[src/rtl/crc_frame_serializer.sv]
// Frames parallel words into a bit-serial stream for serial_crc and reports the masked CRC per frame.
// Optional frame abort (s_abort/frm_abort) is enabled by defining CRC_SER_ABORT_EN.
module crc_frame_serializer #(
    parameter int DATA_W = 32,
    parameter int BITS_W = 16
) (
    input  logic              clk,
    input  logic              rst,
    input  logic              s_valid,
    output logic              s_ready,
    input  logic [DATA_W-1:0] s_data,
    input  logic              s_last,
    input  logic [1:0]        s_mode,
    input  logic [31:0]       s_poly,
    output logic              crc_init,
    output logic              crc_data,
    output logic              crc_valid,
    output logic [1:0]        crc_mode,
    output logic [31:0]       crc_poly,
    input  logic [31:0]       crc_result,
    output logic              frm_done,
    output logic [31:0]       frm_crc,
    output logic [BITS_W-1:0] frm_bits,
    output logic              busy
`ifdef CRC_SER_ABORT_EN
    ,
    input  logic              s_abort,
    output logic              frm_abort
`endif
);

    localparam int CNT_W = $clog2(DATA_W + 1);
    localparam logic [CNT_W-1:0]  CNT_ONE  = CNT_W'(1);
    localparam logic [CNT_W-1:0]  CNT_LAST = CNT_W'(DATA_W - 1);
    localparam logic [BITS_W-1:0] BITS_ONE = BITS_W'(1);

    typedef enum logic [2:0] {
        ST_IDLE,
        ST_INIT,
        ST_SHIFT,
        ST_WAIT,
        ST_DONE
    } state_t;

    state_t              r_state;
    state_t              w_next;
    logic [DATA_W-1:0]   r_shreg;
    logic                r_last;
    logic                r_first;
    logic [CNT_W-1:0]    r_cnt;
    logic [BITS_W-1:0]   r_bits;
    logic [1:0]          r_mode;
    logic [31:0]         r_poly;
    logic [31:0]         r_frm_crc;
    logic [BITS_W-1:0]   r_frm_bits;
    logic                w_accept;
    logic                w_word_end;
    logic                w_abort;

    function automatic logic [31:0] f_mask(input logic [1:0] m);
        case (m)
            2'b00:   return 32'h0000_00FF;
            2'b01:   return 32'h0000_FFFF;
            default: return 32'hFFFF_FFFF;
        endcase
    endfunction

    assign w_accept   = s_valid && (r_state == ST_IDLE);
    assign w_word_end = (r_state == ST_SHIFT) && (r_cnt == CNT_LAST);

`ifdef CRC_SER_ABORT_EN
    logic r_frm_abort;
    assign w_abort   = s_abort && (r_state != ST_IDLE);
    assign frm_abort = r_frm_abort;

    always_ff @(posedge clk or posedge rst) begin
        if (rst) begin
            r_frm_abort <= 1'b0;
        end else begin
            r_frm_abort <= w_abort;
        end
    end
`else
    assign w_abort = 1'b0;
`endif

    always_comb begin
        w_next = r_state;
        case (r_state)
            ST_IDLE:  if (w_accept) w_next = r_first ? ST_INIT : ST_SHIFT;
            ST_INIT:  w_next = ST_SHIFT;
            ST_SHIFT: if (w_word_end) w_next = r_last ? ST_WAIT : ST_IDLE;
            ST_WAIT:  w_next = ST_DONE;
            ST_DONE:  w_next = ST_IDLE;
            default:  w_next = ST_IDLE;
        endcase
        // Abort wins over every other transition, including the move into DONE.
        if (w_abort) w_next = ST_IDLE;
    end

    always_ff @(posedge clk or posedge rst) begin
        if (rst) begin
            r_state    <= ST_IDLE;
            r_shreg    <= '0;
            r_last     <= 1'b0;
            r_first    <= 1'b1;
            r_cnt      <= '0;
            r_bits     <= '0;
            r_mode     <= 2'b00;
            r_poly     <= 32'h0;
            r_frm_crc  <= 32'h0;
            r_frm_bits <= '0;
        end else begin
            r_state <= w_next;
            if (w_abort) begin
                r_first <= 1'b1;
            end else begin
                if (w_accept) begin
                    r_shreg <= s_data;
                    r_last  <= s_last;
                    r_cnt   <= '0;
                    if (r_first) begin
                        r_mode  <= s_mode;
                        r_poly  <= s_poly;
                        r_bits  <= '0;
                        r_first <= 1'b0;
                    end
                end
                if (r_state == ST_SHIFT) begin
                    r_shreg <= {r_shreg[DATA_W-2:0], 1'b0};
                    r_cnt   <= r_cnt + CNT_ONE;
                    if (r_bits != '1) r_bits <= r_bits + BITS_ONE;
                end
                // serial_crc has absorbed the final bit by the end of WAIT.
                if (r_state == ST_WAIT) begin
                    r_frm_crc  <= crc_result & f_mask(r_mode);
                    r_frm_bits <= r_bits;
                    r_first    <= 1'b1;
                end
            end
        end
    end

    assign s_ready   = (r_state == ST_IDLE);
    assign busy      = (r_state != ST_IDLE);
    assign crc_init  = (r_state == ST_INIT);
    assign crc_valid = (r_state == ST_SHIFT);
    assign crc_data  = (r_state == ST_SHIFT) && r_shreg[DATA_W-1];
    assign crc_mode  = r_mode;
    assign crc_poly  = r_poly;
    assign frm_done  = (r_state == ST_DONE);
    assign frm_crc   = r_frm_crc;
    assign frm_bits  = r_frm_bits;

endmodule

[config.mk]
export PLATFORM = sky130hd
export DESIGN_NAME = crc_frame_serializer
export DESIGN_NICKNAME = d
export VERILOG_FILES = /design/src/rtl/crc_frame_serializer.sv
export SDC_FILE = /design/constraint.sdc
export NUM_CORES = 1
export LEC_CHECK = 0
export CORE_MARGIN = 2
export CORE_UTILIZATION = 52
export CTS_BUF_LIST = sky130_fd_sc_hd__clkbuf_2 sky130_fd_sc_hd__clkbuf_4 sky130_fd_sc_hd__clkbuf_8
export CTS_CLUSTER_SIZE = 40
export DETAILED_ROUTE_END_ITERATION = 7
export GPL_TIMING_DRIVEN = 0
export MAX_ROUTING_LAYER = met4
export PLACE_DENSITY = 0.89
export SLEW_MARGIN = 20
export SYNTH_ARGS = -nofsm -noshare
export SYNTH_HDL_FRONTEND = slang
export SYNTH_SLANG_ARGS = --single-unit
[constraint.sdc]
create_clock -name clk -period 13.7 [get_ports clk]
set_clock_uncertainty 0.2 [all_clocks]
set_input_delay 1.37 -clock clk [delete_from_list [all_inputs] [get_ports clk]]
set_output_delay 1.37 -clock clk [all_outputs]
set_load 0.02 [all_outputs]
# Yosys cells after proc, flatten, opt, wreduce, memory -nomap -nowiden

Cells that the tools add are included.

Reduce and logical (&&, ||, !) cells: 10
$add $sub $neg: 2
Bitwise logic cells: 1
Equality and inequality tests: 9
Mux-type cells: 17

Operator list:

| kind                                          | count |
|---|---|
| two-way mux 32 bit                            | 3 |
| two-way mux 16 bit                            | 4 |
| case mux 32 bit (2 select lines)              | 1 |
| AND 32 bit                                    | 1 |
| adder 16 x 1 -> 16 bit, second input constant | 1 |
| != test 16 bit, second input constant         | 1 |
| two-way mux 6 bit                             | 2 |
| case mux 3 bit (4 select lines)               | 1 |
| adder 6 x 1 -> 6 bit, second input constant   | 1 |
| == test 3 x 2 -> 1 bit, second input constant | 2 |
| == test 6 x 5 -> 1 bit, second input constant | 1 |
| two-way mux 3 bit                             | 2 |
| two-way mux 2 bit                             | 2 |
| != test 2 x 1 -> 1 bit, second input constant | 2 |
| AND reduction 2 bit                           | 2 |
| nonzero test 2 bit                            | 2 |
| == test 3 x 1 -> 1 bit, second input constant | 1 |
| == test 3 bit, second input constant          | 1 |
| logical AND 1 bit                             | 3 |
| zero test 3 bit                               | 1 |
| nonzero test 3 bit                            | 1 |
| == test 2 x 1 -> 1 bit, second input constant | 1 |
| zero test 2 bit                               | 1 |
| two-way mux 1 bit                             | 2 |

Output and inout bits: 88
Flip-flop bits (word level): 141
Input port bits: 102
Logic and storage cells: 49

# Logic depth before layout (Yosys ltp)

Depth in word-level cells: 5
Mapped depth: 9
Mapped depth without buffers: 6

# Worst setup path after synthesis

OpenSTA, ideal clock, no wires.

Path type: reg-to-output
Start: register r_state[2]
End: output port crc_data
Setup slack: 10.755 ns
Stages on the path, launching flop included: 6
Buffers on the path: 2
Required time: 12.130 ns
Arrival time: 1.375 ns
Cell sequence: dfrtp_1 nand3b_2 clkinv_2 buf_2 buf_2 and2_1

Cells in the longest elaborated chain, start to end: 2

Ends and longest elaborated chain:

| what                   | RTL line | text |
|---|---|---|
| from (decl)            | 45       | `state_t r_state;` |
| from (signal assigned) | 114      | `r_state <= w_next;` |
| == test 3 x 2 -> 1 bit | 148      | `assign crc_data = (r_state == ST_SHIFT) && r_shreg[DATA_W-1];` |
| logical AND 1 bit      | 148      |  |
| to (decl)              | 16       | `output logic crc_data,` |

No other way between the ends.

# Final worst setup path

Same ends and word-level chain as after synthesis.

==> impl_results.md <==
* H-tree levels at 4
* Most frequent cells in the layout: clkdlybuf4s50_1 (189), nand2_1 (140), dfrtp_1 (140), mux2_2 (50), o21ai_0 (39)
* # resized after CTS at 0
* Most used DFF post-synth: dfrtp_1
* Max VDD drop at 0.159 mV
* Highest Clock Rate at 237 MHz
* Layout cells sized above 1 at 0.155
* TritonCTS Buffers at 17
* Post-synth EDFFs at 0
* RSZ-0062 raised after global routing: false
* Mapped Nets at 642
* Worst setup margin at 9.49 ns
* Synthesized area at 5920 sq um
* Final core occ at 0.767
* Crit path capture type: output port
* IO Count at 190
* Cell Pwr Density at 239 nW/um^2
* GP Congestion at 0.887
* Skew-Pair Late Insertion Delay at 0.46 ns
* Die Wd at 111 microns
* Dpl cells at 868
* Initial DRT Pass Iterations at 5
* Worst slack, placed at 9.95 ns
* Antenna viol nets, final at 0
* #FFs+latches synth at 141
* Total congestion overflow at 0
* Commonest non-fill, non-tap cell in the layout: clkdlybuf4s50_1
* Crit path launch type: flip-flop
* DR iter-0 viols at 445
* Final setup fails at 0
* Postcts setup bufs at 0
* Die ar. at 12300 sq um
* WHS at 0.280 ns
* CTS Buffer Depth at 2
* Final std cells w/o fill at 900
* Hold_buf cts at 0
* Avg WL per Cell at 18.2 microns
* Nets at 851
* DR vias at 5093
* Clock transition at path regs at 0.07 ns
* Layout area overhead at 42.4%
* CTS Root Cell: clkbuf_8
* Vias in the first global route at 5327
* N_diodes at 0
* Cells after Synth at 538
* Outcome: finished, final reports clean
* Syn Area/Cell at 11.0 sq um
* Vias per cell at 5.66
* Fillers at 707
* Crit path DAT at 2.64 ns
* Final Hold Vio Count at 0
* Initial Util at 0.539
* Hpwl dp at 11.6 mm
* Sum Neg Setup Slack at 0 ns
* Req. time, crit path at 12.13 ns
* Syn. warnings at 0
* # Max-Cap Violations at 0
* Clock sinks at 141
* DRC Markers at 0
* Least-Margin Pin Slew at 0.513 ns
* Largest net degree at the start of global routing at 96
* Worst-path fanout max at 10
* Max Slew Vio Count at 0
* Sequential share of the synthesized area at 0.596
* Initial antenna violation count at 0
* Setup Crit Path Kind: flip-flop to output port
* Worst Hold Class: flip-flop to flip-flop
* Total global-route track usage at 0.284
* Core outline area at 11000 sq um
* Async SR Flop Fraction at 1.00
* Rows at 38
* WL final at 16.4 mm
* CTS tree: done
* Die Height at 111 microns
* LEAKAGE at 3.84 nW
* Global-route wire length before repair at 26.9 mm
* Post-synthesis cell type count at 49
* Worst slew margin at 0.658
* Min cycle time layout at 4.21 ns
* I/O Buffers at 189
* Final Cycle Share at 0.308
Yosys cell counts, types with 3 or more instances:
| cell | instances | area, sq um |
|---|---|---|
| and3_1 | 7 | 43.8 |
| a31oi_1 | 5 | 31.3 |
| mux2_2 | 50 | 563 |
| buf_2 | 11 | 55.1 |
| a211o_1 | 7 | 61.3 |
| nand2_1 | 140 | 526 |
| dfrtp_1 | 140 | 3500 |
| nor2_1 | 19 | 71.3 |
| xor2_1 | 3 | 26.3 |
| o22ai_1 | 8 | 50.1 |
| nand4_1 | 5 | 31.3 |
| nor3_1 | 7 | 35.0 |
| clkbuf_1 | 7 | 26.3 |
| buf_1 | 5 | 18.8 |
| a22oi_1 | 24 | 180 |
| nor3b_1 | 3 | 22.5 |
| o21ai_0 | 39 | 195 |
| inv_1 | 4 | 15.0 |
| buf_4 | 6 | 45.0 |
| nand3_1 | 11 | 55.1 |
final timing paths:
path | cells after the start | slack (ns) | start | to
setup / recovery | 6 | 9.49 | r_state[2]$_DFFE_PP0P_ | crc_data
hold / removal | 2 | 0.28 | r_shreg[29]$_DFFE_PP0P_ | r_shreg[29]$_DFFE_PP0P_
setup reg to reg | 6 | 11.59 | r_state[1]$_DFFE_PP0P_ | crc_poly[10]$_DFFE_PP0P_
hold reg to reg | 2 | 0.28 | r_shreg[29]$_DFFE_PP0P_ | r_shreg[29]$_DFFE_PP0P_
max in group asynchronous | 3 | 11.40 | rst | r_shreg[26]$_DFFE_PP0P_
min in group asynchronous | 2 | 1.12 | rst | crc_poly[11]$_DFFE_PP0P_
power breakdown:
| group | switching [mW] | internal (mW) | total (mW) | leakage, nW |
|---|---|---|---|---|
| registers | 0.121 | 0.596 | 0.717 | 1.78 |
| clock network | 0.154 | 0.195 | 0.349 | 0.219 |
| logic | 0.528 | 0.423 | 0.952 | 1.84 |
cells by family (layout without fill, tap and decap cells):
family	Yosys count	count (layout)	synth area share
fa+ha+maj	2	2	0.00423
compound gates	97	97	0.108
simple gates	209	209	0.161
flops	141	141	0.596
mux	50	50	0.0951
buf+inv	36	258	0.0309
xor+xnor	3	3	0.00444
stage by stage:
| stage | cell area [sq um] | power [mW] |
|---|---|---|
| 2_1_floorplan | 5920 | 1.26 |
| 6_report | 8430 | 2.02 |
| 3_3_place_gp | 7990 | 1.61 |
| 3_5_place_dp | 8020 | 1.67 |
| 4_1_cts | 8430 | 2.02 |
| 5_1_grt | 8430 | 2.14 |
final cells by class:
class,count,area [sq um],area share
Timing Repair Buffer,190,1920,0.228
Sequential cell,141,3530,0.419
Clock inverter,8,115,0.0137
Multi-Input combinational cell,361,2210,0.262
Tap cell,140,175,0.0208
Clock buffer,24,293,0.0347
Inverter,6,31.3,0.00371
Buffer,30,159,0.0189
worst max-delay path: stages, from the launching register on:
cell and delay [ns]:
dfrtp_1 0.46, nand3b_2 0.30, clkinv_2 0.13, buf_2 0.23, buf_2 0.27, and2_1 0.17
clkdlybuf4s50_1 0.62
per-layer routing:
metal / global-route usage / part of all wire
met5: - / 0
met4: 0.0992 / 0.024
met3: 0.0727 / 0.062
met2: 0.478 / 0.51
met1: 0.334 / 0.41
sequential cells by signal, indices dropped and copies added, names as in the netlist:
name,flops
r_state,3
r_shreg,32
r_bits,16
r_cnt,6
frm_crc,32
crc_mode,2
crc_poly,32
r_first,1
frm_bits,16
r_last,1
Note: power is estimated with default switching activity, not from simulation.
